### config.mk
export PLATFORM = sky130hd
export DESIGN_NAME = instr_fetch_unit
export DESIGN_NICKNAME = d
export VERILOG_FILES = /design/src/rtl/fetch_pkg.sv /design/src/rtl/call_stack.sv /design/src/rtl/instr_fetch_unit.sv
export SDC_FILE = /design/constraint.sdc
export NUM_CORES = 1
export LEC_CHECK = 0
export ABC_CLOCK_PERIOD_IN_PS = 7500
export BUFFER_PORTS_ARGS = -buffer_cell sky130_fd_sc_hd__buf_4
export CAP_MARGIN = 20
export CELL_PAD_IN_SITES_DETAIL_PLACEMENT = 0
export CELL_PAD_IN_SITES_GLOBAL_PLACEMENT = 2
export CORE_UTILIZATION = 44
export DETAILED_ROUTE_END_ITERATION = 12
export PLACE_DENSITY_LB_ADDON = 0.1
export SYNTH_ARGS = -nofsm -noshare
export SYNTH_HDL_FRONTEND = slang
export SYNTH_SLANG_ARGS = --single-unit
### constraint.sdc
create_clock -name clk -period 7.5 [get_ports clk]
set_input_delay 0.75 -clock clk [delete_from_list [all_inputs] [get_ports clk]]
set_output_delay 0.75 -clock clk [all_outputs]
set_load 0.03 [all_outputs]
### src/rtl/fetch_pkg.sv
// Shared constants and opcode decode helpers for the instruction fetch unit.
// Used by instr_fetch_unit and call_stack.
package fetch_pkg;

    localparam int DEF_ADDR_W      = 11;
    localparam int DEF_INSTR_W     = 14;
    localparam int DEF_STACK_DEPTH = 8;

    localparam logic [DEF_INSTR_W-1:0] NOP        = 14'h0000;
    localparam logic [DEF_INSTR_W-1:0] OP_RETURN  = 14'h0008;
    localparam logic [DEF_INSTR_W-1:0] OP_RETFIE  = 14'h0009;

    localparam logic [DEF_INSTR_W-1:0] GOTO_MASK  = 14'h3800;
    localparam logic [DEF_INSTR_W-1:0] GOTO_VAL   = 14'h2800;
    localparam logic [DEF_INSTR_W-1:0] CALL_MASK  = 14'h3800;
    localparam logic [DEF_INSTR_W-1:0] CALL_VAL   = 14'h2000;
    localparam logic [DEF_INSTR_W-1:0] RETLW_MASK = 14'h3C00;
    localparam logic [DEF_INSTR_W-1:0] RETLW_VAL  = 14'h3400;

    function automatic logic is_goto(input logic [DEF_INSTR_W-1:0] instr);
        return (instr & GOTO_MASK) == GOTO_VAL;
    endfunction

    function automatic logic is_call(input logic [DEF_INSTR_W-1:0] instr);
        return (instr & CALL_MASK) == CALL_VAL;
    endfunction

    // RETURN, RETFIE and RETLW all pop the call stack the same way.
    function automatic logic is_ret(input logic [DEF_INSTR_W-1:0] instr);
        return (instr == OP_RETURN) || (instr == OP_RETFIE) ||
               ((instr & RETLW_MASK) == RETLW_VAL);
    endfunction

endpackage

### src/rtl/call_stack.sv
// Circular LIFO of return addresses; the stack pointer wraps modulo DEPTH.
// Sticky overflow/underflow flags are built only when STACK_ERR_EN is defined.
module call_stack
    import fetch_pkg::*;
#(
    parameter int ADDR_W = DEF_ADDR_W,
    parameter int DEPTH  = DEF_STACK_DEPTH
) (
    input  logic              clk,
    input  logic              rst,
    input  logic              push,
    input  logic              pop,
    input  logic [ADDR_W-1:0] push_data,
    output logic [ADDR_W-1:0] top_data,
    output logic              ovf,
    output logic              unf
);

    localparam int SP_W = $clog2(DEPTH);

    logic [SP_W-1:0]   sp_q, sp_d;
    logic [ADDR_W-1:0] stack_q [DEPTH];
    logic [ADDR_W-1:0] stack_d [DEPTH];

    always_comb begin
        sp_d    = sp_q;
        stack_d = stack_q;
        if (push) begin
            stack_d[sp_q] = push_data;
            sp_d          = sp_q + SP_W'(1);
        end else if (pop) begin
            sp_d = sp_q - SP_W'(1);
        end
    end

    assign top_data = stack_q[sp_q - SP_W'(1)];

    always_ff @(posedge clk) begin
        if (rst) sp_q <= '0;
        else     sp_q <= sp_d;
    end

    // Stack contents are deliberately left unreset.
    always_ff @(posedge clk) begin
        stack_q <= stack_d;
    end

`ifdef STACK_ERR_EN
    logic [SP_W:0] depth_q, depth_d;
    logic          ovf_q, ovf_d, unf_q, unf_d;

    always_comb begin
        depth_d = depth_q;
        ovf_d   = ovf_q;
        unf_d   = unf_q;
        if (push) begin
            if (depth_q == (SP_W+1)'(DEPTH)) ovf_d   = 1'b1;
            else                             depth_d = depth_q + (SP_W+1)'(1);
        end else if (pop) begin
            if (depth_q == '0) unf_d   = 1'b1;
            else               depth_d = depth_q - (SP_W+1)'(1);
        end
    end

    always_ff @(posedge clk) begin
        if (rst) begin
            depth_q <= '0;
            ovf_q   <= 1'b0;
            unf_q   <= 1'b0;
        end else begin
            depth_q <= depth_d;
            ovf_q   <= ovf_d;
            unf_q   <= unf_d;
        end
    end

    assign ovf = ovf_q;
    assign unf = unf_q;
`else
    assign ovf = 1'b0;
    assign unf = 1'b0;
`endif

endmodule

### src/rtl/instr_fetch_unit.sv
// Fetch stage: drives the ROM address, registers the returned word and resolves GOTO/CALL/RETURN-class and skip.
// Define STACK_ERR_EN to enable the sticky stk_ovf/stk_unf call-stack error flags.
module instr_fetch_unit
    import fetch_pkg::*;
#(
    parameter int ADDR_W      = DEF_ADDR_W,
    parameter int INSTR_W     = DEF_INSTR_W,
    parameter int STACK_DEPTH = DEF_STACK_DEPTH
) (
    input  logic               clk,
    input  logic               rst,
    output logic [ADDR_W-1:0]  rom_addr,
    input  logic [INSTR_W-1:0] rom_data,
    input  logic               stall,
    input  logic               skip_in,
    output logic [INSTR_W-1:0] ir,
    output logic               ir_valid,
    output logic [ADDR_W-1:0]  ir_pc,
    output logic               stk_ovf,
    output logic               stk_unf
);

    logic [ADDR_W-1:0]  pc_q, pc_d;
    logic [INSTR_W-1:0] ir_q, ir_d;
    logic               ir_valid_q, ir_valid_d;
    logic [ADDR_W-1:0]  ir_pc_q, ir_pc_d;
    logic               push, pop;
    logic [ADDR_W-1:0]  ret_addr;

    call_stack #(
        .ADDR_W (ADDR_W),
        .DEPTH  (STACK_DEPTH)
    ) u_stack (
        .clk       (clk),
        .rst       (rst),
        .push      (push),
        .pop       (pop),
        .push_data (pc_q),
        .top_data  (ret_addr),
        .ovf       (stk_ovf),
        .unf       (stk_unf)
    );

    // Control flow in ir replaces the word being fetched with a bubble.
    always_comb begin
        pc_d       = pc_q;
        ir_d       = ir_q;
        ir_valid_d = ir_valid_q;
        ir_pc_d    = ir_pc_q;
        push       = 1'b0;
        pop        = 1'b0;
        if (!stall) begin
            if (ir_valid_q && is_goto(ir_q)) begin
                pc_d       = ir_q[ADDR_W-1:0];
                ir_d       = NOP;
                ir_valid_d = 1'b0;
            end else if (ir_valid_q && is_call(ir_q)) begin
                push       = 1'b1;
                pc_d       = ir_q[ADDR_W-1:0];
                ir_d       = NOP;
                ir_valid_d = 1'b0;
            end else if (ir_valid_q && is_ret(ir_q)) begin
                pop        = 1'b1;
                pc_d       = ret_addr;
                ir_d       = NOP;
                ir_valid_d = 1'b0;
            end else if (ir_valid_q && skip_in) begin
                pc_d       = pc_q + ADDR_W'(1);
                ir_d       = NOP;
                ir_valid_d = 1'b0;
            end else begin
                ir_d       = rom_data;
                ir_valid_d = 1'b1;
                ir_pc_d    = pc_q;
                pc_d       = pc_q + ADDR_W'(1);
            end
        end
    end

    always_ff @(posedge clk) begin
        if (rst) begin
            pc_q       <= '0;
            ir_q       <= NOP;
            ir_valid_q <= 1'b0;
            ir_pc_q    <= '0;
        end else begin
            pc_q       <= pc_d;
            ir_q       <= ir_d;
            ir_valid_q <= ir_valid_d;
            ir_pc_q    <= ir_pc_d;
        end
    end

    assign rom_addr = pc_q;
    assign ir       = ir_q;
    assign ir_valid = ir_valid_q;
    assign ir_pc    = ir_pc_q;

endmodule
* Word level (Yosys, flattened, before mapping)
Index checks and enable logic that the tools add are counted.
Cells by class: $add $sub $neg 3, order comparisons 3, equal/unequal tests 5, multiplexer cells 26, bitwise gates (word level) 7, reduce and logical (&&, ||, !) cells 9
Operator list (number):
- $bwmux 88 | 1
- $mux 11 | 6
- $mux 14 | 4
- $bmux 11 s3 | 1
- $demux 11 s3 | 1
- $eq 14x4->1 const B | 2
- $add 11x1->11 const B | 1
- $mux 1 | 11
- $ge 4x4->1 const B | 2
- $not 3->4 | 2
- $eq 3x3->1 const B | 2
- $mux 3 | 2
- $logic_and 1x1->1 | 5
- $not 1->1 | 5
- $reduce_and 5->1 | 1
- $eq 4x4->1 const B | 1
- $lt 4x1->1 const B | 1
- $add 3x1->3 const B | 1
- $sub 3x1->3 const B | 1
- $logic_or 1x1->1 | 2
- $reduce_bool 2->1 | 1
Storage, ports and cells: register bits 128, input port bits 18, output and inout port bits 39

* Depth between registers and ports, before layout
Gate-level depths: netlist of run 1.
depth after elaboration 10, gate-level depth with buffers 10, depth with buffers taken out 6

* Cells and area by module
From an unflattened synthesis of run 1, not the netlist that was laid out.
Second synthesis, totals: cells, all modules 422, area total of the unflattened synthesis 5601.6 um^2
Modules (own cells, without submodules):
- call_stack | instances 1, cells an instance 239, area an instance 3789.9 um^2
- instr_fetch_unit | instances 1, cells an instance 183, area an instance 1811.7 um^2

* Worst setup path before layout of run 1
OpenSTA, ideal clock, no wires.
path type register to register, start register ir_valid_q (netlist: ir_valid), end register u_stack.stack_q[77] (netlist name) (enable), setup time 0.408 ns, arrival 2.368 ns, required time 7.092 ns, path slack 4.724 ns, stages on the path, launching flop included 5, period minus slack after synthesis 2.776 ns, cells stage by stage dfxtp_1 > nor2b_1 > nand2_1 > or3_1 > nor4_1
On the way: word-level cells in the longest chain between the ends 4, elaborated cells between the ends (all ways) 5, those cells by class 3 x mux; 2 x reduce/logical
RTL lines:
- start: declaration | RTL line instr_fetch_unit.sv:25 | logic ir_valid_q, ir_valid_d;
- start signal: assignment | RTL line instr_fetch_unit.sv:89 | ir_valid_q <= ir_valid_d;
- $logic_and 1x1->1 | RTL line instr_fetch_unit.sv:57 | end else if (ir_valid_q && is_call(ir_q)) begin
- $mux 1 | RTL line instr_fetch_unit.sv:57
- $mux 1 (*) | RTL line instr_fetch_unit.sv:53 | if (ir_valid_q && is_goto(ir_q)) begin
- $mux 1 (*) | RTL line instr_fetch_unit.sv:52 | if (!stall) begin
- end signal: assignment | RTL line call_stack.sv:45 | stack_q <= stack_d;
- end: declaration | RTL line call_stack.sv:22 | logic [ADDR_W-1:0] stack_q [DEPTH];
Every way passes the cells marked *; elsewhere a longest branch is shown, timed or not. A chain may end at the register's enable or synchronous reset.

* Worst setup path in the final report of run 1
start register u_stack.sp_q[0], end register pc_q[4] (netlist: rom_addr[4])
On the way: word-level cells in the longest chain between the ends 8
RTL lines:
- start: declaration | RTL line call_stack.sv:21 | logic [SP_W-1:0] sp_q, sp_d;
- start signal: assignment | RTL line call_stack.sv:40 | else sp_q <= sp_d;
- $sub 3x1->3 | RTL line call_stack.sv:36 | assign top_data = stack_q[sp_q - SP_W'(1)];
- $not 3->4 (not written as such) | RTL line call_stack.sv:36
- $bmux 11 s3 | RTL line call_stack.sv:36
- $mux 11 (not written as such) (2 in a row) | RTL line call_stack.sv:36
- $mux 11 | RTL line instr_fetch_unit.sv:62 | end else if (ir_valid_q && is_ret(ir_q)) begin
- $mux 11 | RTL line instr_fetch_unit.sv:57
- $mux 11 | RTL line instr_fetch_unit.sv:53
- end signal: assignment | RTL line instr_fetch_unit.sv:87 | pc_q <= pc_d;
- end: declaration | RTL line instr_fetch_unit.sv:23 | logic [ADDR_W-1:0] pc_q, pc_d;
No other way between the ends. The select of a mux whose other input is x is not followed.

==> run metrics, run 1 <==
run status=finished, final reports clean; Slowest Stage Delay on Critical Path=1.03 ns; Post-Syn Area per Cell=13.9 sq um; drt first pass iters=5; maximum number of pins on one net before global-route repair=45; via count=around 3.4k; post-route DRC violation count=0; RSZ-0062 raised after global routing=false; RD Place Congestion=0.750; number of warning messages in the yosys log=0; Seq/Total Area, Yosys=between 60% and 70%; floorplan die area=13000 sq um; worst hold stages=2; cell-by-cell listing of the critical path=inv_1, ha_1, mux4_2, nor2b_1, a211oi_1, o21ai_1; Critical Path RT=around 7.8 ns; Area after DPL=between 5000 and 6000 sq um; main flop type after synthesis=sky130_fd_sc_hd__edfxtp_1; fraction of synthesized cell area taken by the top area cell type=47.9%; count of antenna diodes in the layout=0; class of the most critical setup path=flop to flop; share of cell area taken by muxes after synthesis=slightly above 10%; cell count after synthesis=397; setup violation total in the final timing report=0; slowest stage cell, crit path=sky130_fd_sc_hd__ha_1; leakage power summed over all cells=2.31 nW; die width=about 110 microns; CTS Root Cell=sky130_fd_sc_hd__clkbuf_16; later-pin clock latency in the skew report=0.42 ns; Overall Global Routing Usage=21.9%; CTS Sinks=128; antenna-violating nets left=0; initial cell density of the core=roughly 46%; combinational family with the most area after synthesis=compound AO/OA/AOI/OAI gates; startpoint of the most critical hold path=ir_pc[5]$_SDFFE_PP0P_; cell area after synthesis=5520 sq um; met2 track utilization from global routing=between 30% and 40%; Hold Vio Cnt, Final=0; time the final worst path needs with I/O delays and setup=roughly 3.4 ns; Worst Reg2Reg Path Length in Cells=6; buffers plus inverters on the worst setup path=1; endpoint class of the critical path=flop; per-cell via count in the routed design=5.47; Detail Placement HPWL=8470 microns; register-to-register setup slack=4.06 ns; worst reg2reg startpoint=u_stack.sp_q[0]$_SDFFE_PP0P_; M3 GR Usage=about 5.4%; Worst Hold Class=flop to flop; Max-Slew Margin vs Limit=between 20% and 30%; clock slew seen by the registers of the worst setup and hold paths=0.06 ns; share of the core filled with cells in the final layout=approximately 55%; fraction of final layout cells with drive strength greater than 1=~28%; global route hottest layer=met2; synthesized-area fraction occupied by adder cells=0.681%; GRT met1 Usage=between 30% and 40%; fillcell total=1055; GR Overflow Total=0; post-synthesis async set-or-reset flop share=0%; largest vdd supply drop=0.0000968 V; routed wirelength normalized by instance count=20.8 microns; H-Tree Level Count=4; number of hold buffers added after CTS=0; compound-gate portion of the synthesized area=between 10 and 15%; max cap viols=0; Crit Reg-Reg Endpoint=rom_addr[4]$_SDFFE_PP0N_; via count of the first global-routing pass=3525; clk buf depth=2; CTS resizes=0; clock buffers created by TritonCTS=17; number of flops mapped to enable cells by yosys=88; fin. max-slew vios=0; Area Overhead vs Synth=20.6%; number of input and output port buffers inserted=54; largest fanout on the critical path=30; antenna violations before repair=0; number of synthesized register bits=128; net count of the finished layout=roughly 470; slew at the pin closest to its max-slew limit=between 1 and 1.5 ns; Non-Filler Cell Area, Final=~6700 sq um; detailed-route wire length=~13000 microns; dominant cells by area after synthesis=sky130_fd_sc_hd__edfxtp_1 48%, sky130_fd_sc_hd__dfxtp_1 15%, sky130_fd_sc_hd__mux4_2 9.0%; post-synthesis xor/xnor area fraction=under 10%; Yosys cell types=52; die extent in y=about 110 microns; share of the cycle needed by the critical path after routing=a little under half; Fin Clk Skew=around 0.0094 ns; row cnt=40; top-level I/O count=57; post-CTS setup buffers=0; count of routing violations after the opening detailed-route iteration=between 200 and 300; CP delay by family, top=adder cells; clock tree from TritonCTS=yes; Simple-Gate Fraction of Synth Area=8.76%; cell type contributing the most total cell area after synthesis=sky130_fd_sc_hd__edfxtp_1; wire length of the first global-routing pass=20500 microns; hold-critical path endpoint=ir_pc[5]$_SDFFE_PP0P_; critical path arrival=3.73 ns; total negative slack=0 ns; fmax=between 200 and 300 MHz; area of the core=12100 sq um; power density over the cells=276 nW/um^2; type of element launching the critical path=flop
==> routing by layer <==
metal | up-vias | wire [microns]
li1 | 1625 | -
met1 | 1696 | 6190
met2 | 88 | 5990
met3 | 25 | 554
met4 | 0 | 301
met5 | - | 0
==> power breakdown <==
part | switching (W) | internal (W)
logic | 0.0000668 | 0.0000439
clock network | 0.000301 | 0.000621
registers | 0.0000306 | 0.000771
==> kinds of logic after synthesis <==
family,Yosys count
AND/OR/NAND/NOR,96
XOR/XNOR,10
flip-flops,128
adder cells (fa/ha/maj),3
AO/OA/AOI/OAI,88
other,1
buffers and inverters,42
multiplexers,29
==> cell usage after synthesis (2+ instances only) <==
| cell | n |
|---|---|
| sky130_fd_sc_hd__ha_1 | 3 |
| sky130_fd_sc_hd__o21ai_0 | 14 |
| sky130_fd_sc_hd__dfxtp_1 | 40 |
| sky130_fd_sc_hd__buf_4 | 5 |
| sky130_fd_sc_hd__o21ai_1 | 6 |
| sky130_fd_sc_hd__edfxtp_1 | 88 |
| sky130_fd_sc_hd__clkbuf_1 | 5 |
| sky130_fd_sc_hd__a211oi_2 | 4 |
| sky130_fd_sc_hd__xnor2_1 | 6 |
| sky130_fd_sc_hd__o22ai_1 | 2 |
| sky130_fd_sc_hd__buf_6 | 5 |
| sky130_fd_sc_hd__a32oi_1 | 15 |
| sky130_fd_sc_hd__nand3_1 | 16 |
| sky130_fd_sc_hd__nand2_1 | 17 |
| sky130_fd_sc_hd__nand4_1 | 2 |
| sky130_fd_sc_hd__nor2b_1 | 11 |
| sky130_fd_sc_hd__o211ai_1 | 7 |
| sky130_fd_sc_hd__and3_1 | 4 |
| sky130_fd_sc_hd__buf_2 | 12 |
| sky130_fd_sc_hd__nor2_1 | 28 |
| sky130_fd_sc_hd__a21o_1 | 4 |
| sky130_fd_sc_hd__nor3_1 | 7 |
| sky130_fd_sc_hd__a21oi_1 | 21 |
| sky130_fd_sc_hd__mux4_2 | 22 |
| sky130_fd_sc_hd__or3_1 | 4 |
| sky130_fd_sc_hd__mux2i_1 | 2 |
| sky130_fd_sc_hd__xor2_1 | 3 |
| sky130_fd_sc_hd__dlygate4sd1_1 | 2 |
| sky130_fd_sc_hd__a211oi_1 | 6 |
| sky130_fd_sc_hd__mux2_2 | 3 |
| sky130_fd_sc_hd__inv_1 | 10 |
| sky130_fd_sc_hd__o221ai_1 | 2 |
| sky130_fd_sc_hd__mux2_1 | 2 |
==> how the worst max path moves through the flow <==
stage / startpoint / endpoint / slack [ns] / depth (start not counted)
final: u_stack.sp_q[0]$_SDFFE_PP0P_ / rom_addr[4]$_SDFFE_PP0N_ / 4.06 / 6
after global routing: u_stack.sp_q[0]$_SDFFE_PP0P_ / rom_addr[4]$_SDFFE_PP0N_ / 3.73 / 6
after CTS: u_stack.sp_q[0]$_SDFFE_PP0P_ / rom_addr[4]$_SDFFE_PP0N_ / 3.96 / 6
after detailed placement: u_stack.sp_q[0]$_SDFFE_PP0P_ / rom_addr[4]$_SDFFE_PP0N_ / 3.98 / 6
after global placement: u_stack.sp_q[0]$_SDFFE_PP0P_ / rom_addr[4]$_SDFFE_PP0N_ / 4.02 / 6
after floorplan: ir_valid$_SDFFE_PP0N_ / u_stack.stack_q[77]$_DFFE_PP_ / 4.72 / 4
==> flip-flops by register name (all words and copies together) (netlist names) <==
signal,count
u_stack.sp_q,3
ir_pc,11
u_stack.stack_q,88
ir,14
ir_valid,1
rom_addr,11
==> worst register-to-register path, delay by kind of cell, from the launching register on <==
kind | cells | cell delay, ns
mux | 1 | 0.41
fa+ha+maj | 1 | 1.03
buf+inv | 1 | 0.15
flops | 1 | 0.97
compound gates | 2 | 0.63
simple gates | 1 | 0.14
==> per-stage QoR <==
stage | instances | setup WS, ns | hold slack (ns) | power, W
floorplan | 398 | 4.72 | 0.566 | 0.000882
global placement | 595 | 4.02 | 0.462 | 0.000926
detailed placement | 596 | 3.98 | 0.469 | 0.000928
CTS | 628 | 3.96 | 0.481 | 0.00185
global route | 628 | 3.73 | 0.510 | 0.00189
finish | 628 | 4.06 | 0.481 | 0.00183
==> cell usage in the layout, fill, tap and decap left out, types with 6 or more instances in the layout <==
master / n
sky130_fd_sc_hd__nand2_1: 17
sky130_fd_sc_hd__nand3_1: 16
sky130_fd_sc_hd__inv_1: 10
sky130_fd_sc_hd__a32oi_1: 15
sky130_fd_sc_hd__o21ai_1: 6
sky130_fd_sc_hd__mux4_2: 22
sky130_fd_sc_hd__o21ai_0: 14
sky130_fd_sc_hd__buf_4: 61
sky130_fd_sc_hd__clkbuf_16: 17
sky130_fd_sc_hd__a21oi_1: 21
sky130_fd_sc_hd__nor3_1: 7
sky130_fd_sc_hd__nor2_1: 28
sky130_fd_sc_hd__nor2b_1: 11
sky130_fd_sc_hd__xnor2_1: 6
sky130_fd_sc_hd__dfxtp_1: 39
sky130_fd_sc_hd__bufinv_16: 6
sky130_fd_sc_hd__a211oi_1: 6
sky130_fd_sc_hd__edfxtp_1: 88
sky130_fd_sc_hd__o211ai_1: 7
==> final cells by class <==
class	instances	area [sq um]	share of cell area (%)
multi-input cells	228	1830	27.5
inverters	10	37.5	0.564
clock buffers	17	425	6.39
repair buffers	62	469	7.05
clock inverters	15	240	3.61
flip-flops and latches	128	3440	51.8
well taps	168	210	3.16
Power figures use the tool's default switching activity.
==> run 2, diff against run 1 <==
--- a/config.mk
+++ b/config.mk
@@ -5,12 +5,13 @@
 export SDC_FILE = /design/constraint.sdc
 export NUM_CORES = 1
 export LEC_CHECK = 0
-export ABC_CLOCK_PERIOD_IN_PS = 7500
+export ABC_AREA = 1
+export ABC_CLOCK_PERIOD_IN_PS = 3370
 export BUFFER_PORTS_ARGS = -buffer_cell sky130_fd_sc_hd__buf_4
 export CAP_MARGIN = 20
 export CELL_PAD_IN_SITES_DETAIL_PLACEMENT = 0
 export CELL_PAD_IN_SITES_GLOBAL_PLACEMENT = 2
-export CORE_UTILIZATION = 44
+export CORE_UTILIZATION = 37
 export DETAILED_ROUTE_END_ITERATION = 12
 export PLACE_DENSITY_LB_ADDON = 0.1
 export SYNTH_ARGS = -nofsm -noshare
==> constraint.sdc (replaced) <==
create_clock -name clk -period 3.37 [get_ports clk]
set_input_delay 0.337 -clock clk [delete_from_list [all_inputs] [get_ports clk]]
set_output_delay 0.337 -clock clk [all_outputs]
set_load 0.03 [all_outputs]
==> run 2 against run 1 <==
Synthesized cell count rose by 50%. Routed wire length rose by 20%. Flip-flop and latch count did not move. Sequential power rose by 120%. Combinational power rose to 2.6 times the previous value. Worst hold slack got worse by 0.29 ns. Critical path depth rose by 5. The flow now finishes with violations (DRC). Sequential share of layout area fell by 0.90 points. Clock power rose by 95%.
==> run metrics, run 2 <==
routed wirelength normalized by instance count=18.3 microns (was 20.8 microns); maximum number of pins on one net before global-route repair=48 (was 45); share of the cycle needed by the critical path after routing=70.2% (was 45.8%); number of input and output port buffers inserted=54 (unchanged); CTS Sinks=128 (unchanged); clock slew seen by the registers of the worst setup and hold paths=0.06 ns (about the same); setup violation total in the final timing report=0 (unchanged); number of synthesized register bits=128 (unchanged); Critical Path RT=3.72 ns (was 7.79 ns); antenna-violating nets left=0 (unchanged); Seq/Total Area, Yosys=61.6% (was 62.4%); largest vdd supply drop=0.000299 V (was 0.0000968 V); H-Tree Level Count=4 (unchanged); row cnt=44 (was 40); origin of the worst setup path=u_stack.sp_q[1]$_SDFFE_PP0P_ (was u_stack.sp_q[0]$_SDFFE_PP0P_); number of flip-flops in the largest register=88 (unchanged); count of routing violations after the opening detailed-route iteration=356 (was 250); main flop type after synthesis=sky130_fd_sc_hd__edfxtp_1 (unchanged); Detail Placement HPWL=9700 microns (was 8470 microns); worst reg2reg startpoint=u_stack.sp_q[1]$_SDFFE_PP0P_ (was u_stack.sp_q[0]$_SDFFE_PP0P_); net count of the finished layout=675 (was 468); detailed-route wire length=15600 microns (was 13000 microns); CTS Root Cell=sky130_fd_sc_hd__clkbuf_16 (unchanged); count of antenna diodes in the layout=0 (unchanged); die extent in y=125 microns (was 114 microns); GR Overflow Total=0 (unchanged); Fin Clk Skew=0.00573 ns (was 0.00940 ns); later-pin clock latency in the skew report=0.42 ns (about the same); PnR Total Power=0.00386 W (was 0.00183 W); Worst Hold Class=input port to flop (was flop to flop); largest fanout on the critical path=23 (was 30); per-cell via count in the routed design=5.17 (was 5.47); number of hold buffers added after CTS=0 (unchanged); commonest cells after routing, fill and taps aside=174 x sky130_fd_sc_hd__nand2_1, 88 x sky130_fd_sc_hd__edfxtp_1, 75 x sky130_fd_sc_hd__buf_4 (was 88 x sky130_fd_sc_hd__edfxtp_1, 61 x sky130_fd_sc_hd__buf_4, 39 x sky130_fd_sc_hd__dfxtp_1); number of flops mapped to enable cells by yosys=88 (unchanged); Overall Global Routing Usage=21.1% (was 21.9%); endpoint class of the critical path=flop (unchanged); dominant cells by area after synthesis=sky130_fd_sc_hd__edfxtp_1 47%, sky130_fd_sc_hd__dfxtp_1 14%, sky130_fd_sc_hd__nand2_1 12% (was sky130_fd_sc_hd__edfxtp_1 48%, sky130_fd_sc_hd__dfxtp_1 15%, sky130_fd_sc_hd__mux4_2 9.0%); class of the most critical setup path=flop to flop (unchanged); power density over the cells=570 nW/um^2 (was 276 nW/um^2); cell area after synthesis=5590 sq um (was 5520 sq um); cell count after synthesis=594 (was 397); initial cell density of the core=38.2% (was 45.5%); clock buffers created by TritonCTS=17 (unchanged); ranking of synthesized cells by instance count=174 x sky130_fd_sc_hd__nand2_1, 88 x sky130_fd_sc_hd__edfxtp_1, 51 x sky130_fd_sc_hd__nor2_1 (was 88 x sky130_fd_sc_hd__edfxtp_1, 40 x sky130_fd_sc_hd__dfxtp_1, 28 x sky130_fd_sc_hd__nor2_1); share of the core filled with cells in the final layout=46.2% (was 54.9%); Hold Vio Cnt, Final=0 (unchanged); time the final worst path needs with I/O delays and setup=2.37 ns (was 3.44 ns); run status=finished, violations left (was finished, final reports clean); dominant cell by count in the synthesized netlist=sky130_fd_sc_hd__nand2_1 (was sky130_fd_sc_hd__edfxtp_1); fraction of final layout cells with drive strength greater than 1=17.4% (was 28.5%); fraction of synthesized cell area taken by the top area cell type=47.3% (was 47.9%); floorplan die area=15600 sq um (was 13000 sq um); antenna violations before repair=0 (unchanged); RD Place Congestion=0.753 (was 0.750); cell type contributing the most total cell area after synthesis=sky130_fd_sc_hd__edfxtp_1 (unchanged); area of the core=14600 sq um (was 12100 sq um); die width=125 microns (was 114 microns); post-CTS setup buffers=0 (unchanged); critical path arrival=2.72 ns (was 3.73 ns); Yosys cell types=29 (was 52); register with the highest flop count=u_stack.stack_q (unchanged); violated checks=DRC; Area Overhead vs Synth=21.1% (was 20.6%); number of warning messages in the yosys log=0 (unchanged); slew at the pin closest to its max-slew limit=0.800 ns (was 1.13 ns); fin. max-slew vios=0 (unchanged); CTS resizes=0 (unchanged); Post-Syn Area per Cell=9.41 sq um (was 13.9 sq um); total negative slack=0 ns (unchanged); Max-Slew Margin vs Limit=46.6% (was 24.0%); fmax=423 MHz (was 291 MHz); worst-case hold slack=0.192 ns (was 0.481 ns); Cell Count, Final, Fillers Out=851 (was 628); top-level I/O count=57 (unchanged); post-route DRC violation count=3 (was 0); RSZ-0062 raised after global routing=false (unchanged); leakage power summed over all cells=2.65 nW (was 2.31 nW); max cap viols=0 (unchanged); type of element launching the critical path=flop (unchanged); post-placement cell count=819 (was 596); most frequent standard cell in the layout excluding fill and tap cells=sky130_fd_sc_hd__nand2_1 (was sky130_fd_sc_hd__edfxtp_1); via count=4397 (was 3434); clock tree from TritonCTS=yes (unchanged); clk buf depth=2 (unchanged); post-synthesis async set-or-reset flop share=0% (unchanged); via count of the first global-routing pass=4140 (was 3525); startpoint of the most critical hold path=rom_data[9] (was ir_pc[5]$_SDFFE_PP0P_); drt first pass iters=9 (was 5); wire length of the first global-routing pass=24400 microns (was 20500 microns)
-- run 2: cell type report --
class / count / area (sq um)
clock buffer: 19 / 433
clock inverter: 13 / 145
fill: 1411 / 7880
inverter: 25 / 93.8
multi-input combinational: 407 / 1860
sequential: 128 / 3440
tap: 184 / 230
timing repair buffer: 75 / 563
-- run 2: cell families after synthesis --
group                    Yosys count  synth area share, %
other                              1               0.0671
buffers and inverters             60                 5.17
adder cells (fa/ha/maj)            3                0.672
AND/OR/NAND/NOR                  288                 21.1
AO/OA/AOI/OAI                    108                 10.3
flip-flops                       128                 61.6
XOR/XNOR                           6                 1.07
-- run 2: worst max-delay path, stage by stage, from the launching register on --
cell and delay, ns:
sky130_fd_sc_hd__dfxtp_1 0.45, sky130_fd_sc_hd__inv_1 0.11, sky130_fd_sc_hd__ha_1 0.30, sky130_fd_sc_hd__inv_1 0.59, sky130_fd_sc_hd__o21ai_0 0.21, sky130_fd_sc_hd__o21ai_0 0.21, sky130_fd_sc_hd__nand2_1 0.07, sky130_fd_sc_hd__nand2_1 0.07
sky130_fd_sc_hd__nand2_1 0.05, sky130_fd_sc_hd__nand3_1 0.07, sky130_fd_sc_hd__nand2_1 0.06, sky130_fd_sc_hd__a21oi_1 0.11
-- run 2: report_power, final --
group	switching (W)	leakage, nW	internal (W)
combinational	0.000183	1.23	0.000101
sequential	0.0000550	1.14	0.00171
clock	0.000657	0.277	0.00115
-- run 2: worst paths after layout --
kind	to	slack (ns)	cells past startpoint
setup reg to reg	rom_addr[7]$_SDFFE_PP0N_	1.00	11
hold reg to reg	ir_pc[9]$_SDFFE_PP0P_	0.47	2
hold / removal	ir[9]$_SDFFE_PP0N_	0.19	3
setup / recovery	rom_addr[7]$_SDFFE_PP0N_	1.00	11
-- run 2: per-stage QoR --
| step | setup slack (ns) | instance area (sq um) |
|---|---|---|
| 2_1_floorplan | 0.935 | 5590 |
| 3_3_place_gp | 0.867 | 6190 |
| 3_5_place_dp | 0.890 | 6190 |
| 4_1_cts | 0.981 | 6770 |
| 5_1_grt | 0.754 | 6770 |
| 6_report | 1.00 | 6770 |
-- run 2: per-layer routing --
| layer | GRT usage (%) | vias to the layer above | share of wire [%] |
|---|---|---|---|
| li1 | - | 2134 | - |
| met1 | 27.6 | 2131 | 46 |
| met2 | 34.6 | 119 | 48 |
| met3 | 4.81 | 13 | 4.8 |
| met4 | 7.25 | 0 | 1.3 |
| met5 | 0 | - | 0 |
==> run 3, diff against run 2 <==
--- a/config.mk
+++ b/config.mk
@@ -6,7 +6,7 @@
 export NUM_CORES = 1
 export LEC_CHECK = 0
 export ABC_AREA = 1
-export ABC_CLOCK_PERIOD_IN_PS = 3370
+export ABC_CLOCK_PERIOD_IN_PS = 2500
 export BUFFER_PORTS_ARGS = -buffer_cell sky130_fd_sc_hd__buf_4
 export CAP_MARGIN = 20
 export CELL_PAD_IN_SITES_DETAIL_PLACEMENT = 0
==> constraint.sdc (replaced) <==
create_clock -name clk -period 2.5 [get_ports clk]
set_input_delay 0.25 -clock clk [delete_from_list [all_inputs] [get_ports clk]]
set_output_delay 0.25 -clock clk [all_outputs]
set_load 0.03 [all_outputs]
==> run 3 against run 2 <==
The flow still finishes with violations (DRC). Sequential power grew 33%. Register-to-register slack got worse by 0.60 ns. Clock power grew 24%. Critical path depth is 1 higher. Global-route usage fell by 0.79 points. First-iteration DRC count is 21% lower. Largest cell class unchanged. Highest routed layer unchanged.
==> run metrics, run 3 (synthesized netlist as in run 2, its figures left out) <==
number of hold buffers added after CTS=0 (unchanged); net count of the finished layout=691 (was 675); Area after DPL=6340 sq um (was 6190 sq um); post-CTS setup buffers=0 (unchanged); power density over the cells=729 nW/um^2 (was 570 nW/um^2); drt first pass iters=12 (was 9); worst slack at placement=0.425 ns (was 0.890 ns); via count=4370 (was 4397); fmax=478 MHz (was 423 MHz); clock tree from TritonCTS=yes (unchanged); Hold Vio Cnt, Final=0 (unchanged); capturing element of the worst setup path=rom_addr[3]$_SDFFE_PP0N_ (was rom_addr[7]$_SDFFE_PP0N_); count of routing violations after the opening detailed-route iteration=280 (was 356); antenna-violating nets left=0 (unchanged); Area Overhead vs Synth=23.1% (was 21.1%); Critical Path RT=2.84 ns (was 3.72 ns); commonest cells after routing, fill and taps aside=174 x sky130_fd_sc_hd__nand2_1, 89 x sky130_fd_sc_hd__buf_4, 88 x sky130_fd_sc_hd__edfxtp_1 (was 174 x sky130_fd_sc_hd__nand2_1, 88 x sky130_fd_sc_hd__edfxtp_1, 75 x sky130_fd_sc_hd__buf_4); type of element launching the critical path=flop (unchanged); register-to-register setup slack=0.41 ns (was 1.00 ns); row cnt=44 (unchanged); area of the core=14600 sq um (unchanged); Worst Reg2Reg Path Length in Cells=12 (was 11); maximum number of pins on one net before global-route repair=48 (unchanged); CTS resizes=0 (unchanged); worst reg2reg startpoint=u_stack.sp_q[1]$_SDFFE_PP0P_ (unchanged); fraction of final layout cells with drive strength greater than 1=19.3% (was 17.4%); violated checks=DRC (unchanged); per-cell via count in the routed design=5.04 (was 5.17); CTS Root Cell=sky130_fd_sc_hd__clkbuf_16 (unchanged); fin. max-slew vios=0 (unchanged); leakage power summed over all cells=2.73 nW (was 2.65 nW); Overall Global Routing Usage=20.3% (was 21.1%); via count of the first global-routing pass=4187 (was 4140); die extent in y=125 microns (unchanged); setup violation total in the final timing report=0 (unchanged); count of antenna diodes in the layout=0 (unchanged); largest fanout on the critical path=15 (was 23); top-level I/O count=57 (unchanged); largest vdd supply drop=0.000434 V (was 0.000299 V); CTS Sinks=128 (unchanged); endpoint class of the critical path=flop (unchanged); total negative slack=0 ns (unchanged); wire length of the first global-routing pass=23700 microns (was 24400 microns); initial cell density of the core=38.2% (unchanged); critical path arrival=2.44 ns (was 2.72 ns); RD Place Congestion=0.787 (was 0.753); time the final worst path needs with I/O delays and setup=2.09 ns (was 2.37 ns); PnR Total Power=0.00502 W (was 0.00386 W); clk buf depth=2 (unchanged); origin of the worst setup path=u_stack.sp_q[1]$_SDFFE_PP0P_ (unchanged); clock slew seen by the registers of the worst setup and hold paths=0.05 ns (was 0.06 ns); max cap viols=0 (unchanged); Fin Clk Skew=0.00763 ns (was 0.00573 ns); antenna violations before repair=0 (unchanged); run status=finished, violations left (unchanged); clock buffers created by TritonCTS=17 (unchanged); class of the most critical setup path=flop to flop (unchanged); floorplan die area=15600 sq um (unchanged); later-pin clock latency in the skew report=0.42 ns (about the same); post-route DRC violation count=3 (unchanged); Detail Placement HPWL=10300 microns (was 9700 microns); Non-Filler Cell Area, Final=6880 sq um (was 6770 sq um); post-placement cell count=835 (was 819); detailed-route wire length=15100 microns (was 15600 microns); GR Overflow Total=0 (unchanged); most frequent standard cell in the layout excluding fill and tap cells=sky130_fd_sc_hd__nand2_1 (unchanged); Crit Reg-Reg Endpoint=rom_addr[3]$_SDFFE_PP0N_ (was rom_addr[7]$_SDFFE_PP0N_); H-Tree Level Count=4 (unchanged); setup slack after layout=0.408 ns (was 1.00 ns); Worst Hold Class=input port to flop (unchanged); number of flip-flops in the largest register=88 (unchanged); Cell Count, Final, Fillers Out=867 (was 851); share of the cycle needed by the critical path after routing=83.7% (was 70.2%); register with the highest flop count=u_stack.stack_q (unchanged); number of input and output port buffers inserted=54 (unchanged); RSZ-0062 raised after global routing=false (unchanged); die width=125 microns (unchanged); routed wirelength normalized by instance count=17.4 microns (was 18.3 microns)
## run 3: cell count changes in the layout (fill, tap and decap cells not counted)
cell,change
sky130_fd_sc_hd__bufinv_16,-3
sky130_fd_sc_hd__clkinv_1,-2
sky130_fd_sc_hd__clkinvlp_4,-2
sky130_fd_sc_hd__clkbuf_8,+5
sky130_fd_sc_hd__buf_4,+14
sky130_fd_sc_hd__clkbuf_1,+2
sky130_fd_sc_hd__buf_12,+2
## run 3: cell type report
type	instances	area (sq um)
Fill cell	1415	7770
Tap cell	184	230
Multi-Input combinational cell	407	1860
Clock buffer	26	509
Clock inverter	6	32.5
Inverter	25	93.8
Sequential cell	128	3440
Timing Repair Buffer	91	708
## run 3: report_power, final
part | switching (W) | total [W] | leakage, nW | internal, W
Sequential | 0.0000406 | 0.00235 | 1.14 | 0.00231
Clock | 0.000840 | 0.00223 | 0.270 | 0.00139
Combinational | 0.000283 | 0.000439 | 1.32 | 0.000156
## run 3: layer usage
layer | routed length (microns) | vias up | GRT usage, %
met5 | 0 | - | 0
met2 | 7220 | 119 | 33.1
met1 | 6980 | 2062 | 26.8
met3 | 663 | 19 | 4.04
met4 | 242 | 0 | 7.75
li1 | - | 2170 | -
## run 3: worst max-delay path, cell delays in order (launching register included)
cell and delay (ns):
sky130_fd_sc_hd__dfxtp_1 0.46, sky130_fd_sc_hd__inv_1 0.12, sky130_fd_sc_hd__ha_1 0.30, sky130_fd_sc_hd__inv_1 0.27, sky130_fd_sc_hd__buf_12 0.19, sky130_fd_sc_hd__o21ai_0 0.10, sky130_fd_sc_hd__o21ai_0 0.19, sky130_fd_sc_hd__nand2_1 0.07
sky130_fd_sc_hd__nand2_1 0.06, sky130_fd_sc_hd__nand2_1 0.05, sky130_fd_sc_hd__nand3_1 0.07, sky130_fd_sc_hd__nand2_1 0.05, sky130_fd_sc_hd__a21oi_1 0.10
## run 3: worst min path at each step
stage          slack, ns             startpoint  depth (start not counted)               endpoint
2_1_floorplan       0.41           rom_data[10]                          2    ir[10]$_SDFFE_PP0N_
3_3_place_gp        0.45  ir_pc[8]$_SDFFE_PP0P_                          2  ir_pc[8]$_SDFFE_PP0P_
3_5_place_dp        0.46  ir_pc[3]$_SDFFE_PP0P_                          2  ir_pc[3]$_SDFFE_PP0P_
4_1_cts             0.09            rom_data[1]                          3     ir[1]$_SDFFE_PP0N_
5_1_grt              0.1            rom_data[0]                          3     ir[0]$_SDFFE_PP0N_
6_report            0.11            rom_data[1]                          3     ir[1]$_SDFFE_PP0N_
## run 3: through the flow
step / hold slack (ns) / utilization (%)
6_report: 0.106 / 47.0
5_1_grt: 0.0967 / 47.0
4_1_cts: 0.0854 / 47.0
3_5_place_dp: 0.457 / 43.3
3_3_place_gp: 0.452 / 43.3
2_1_floorplan: 0.410 / -
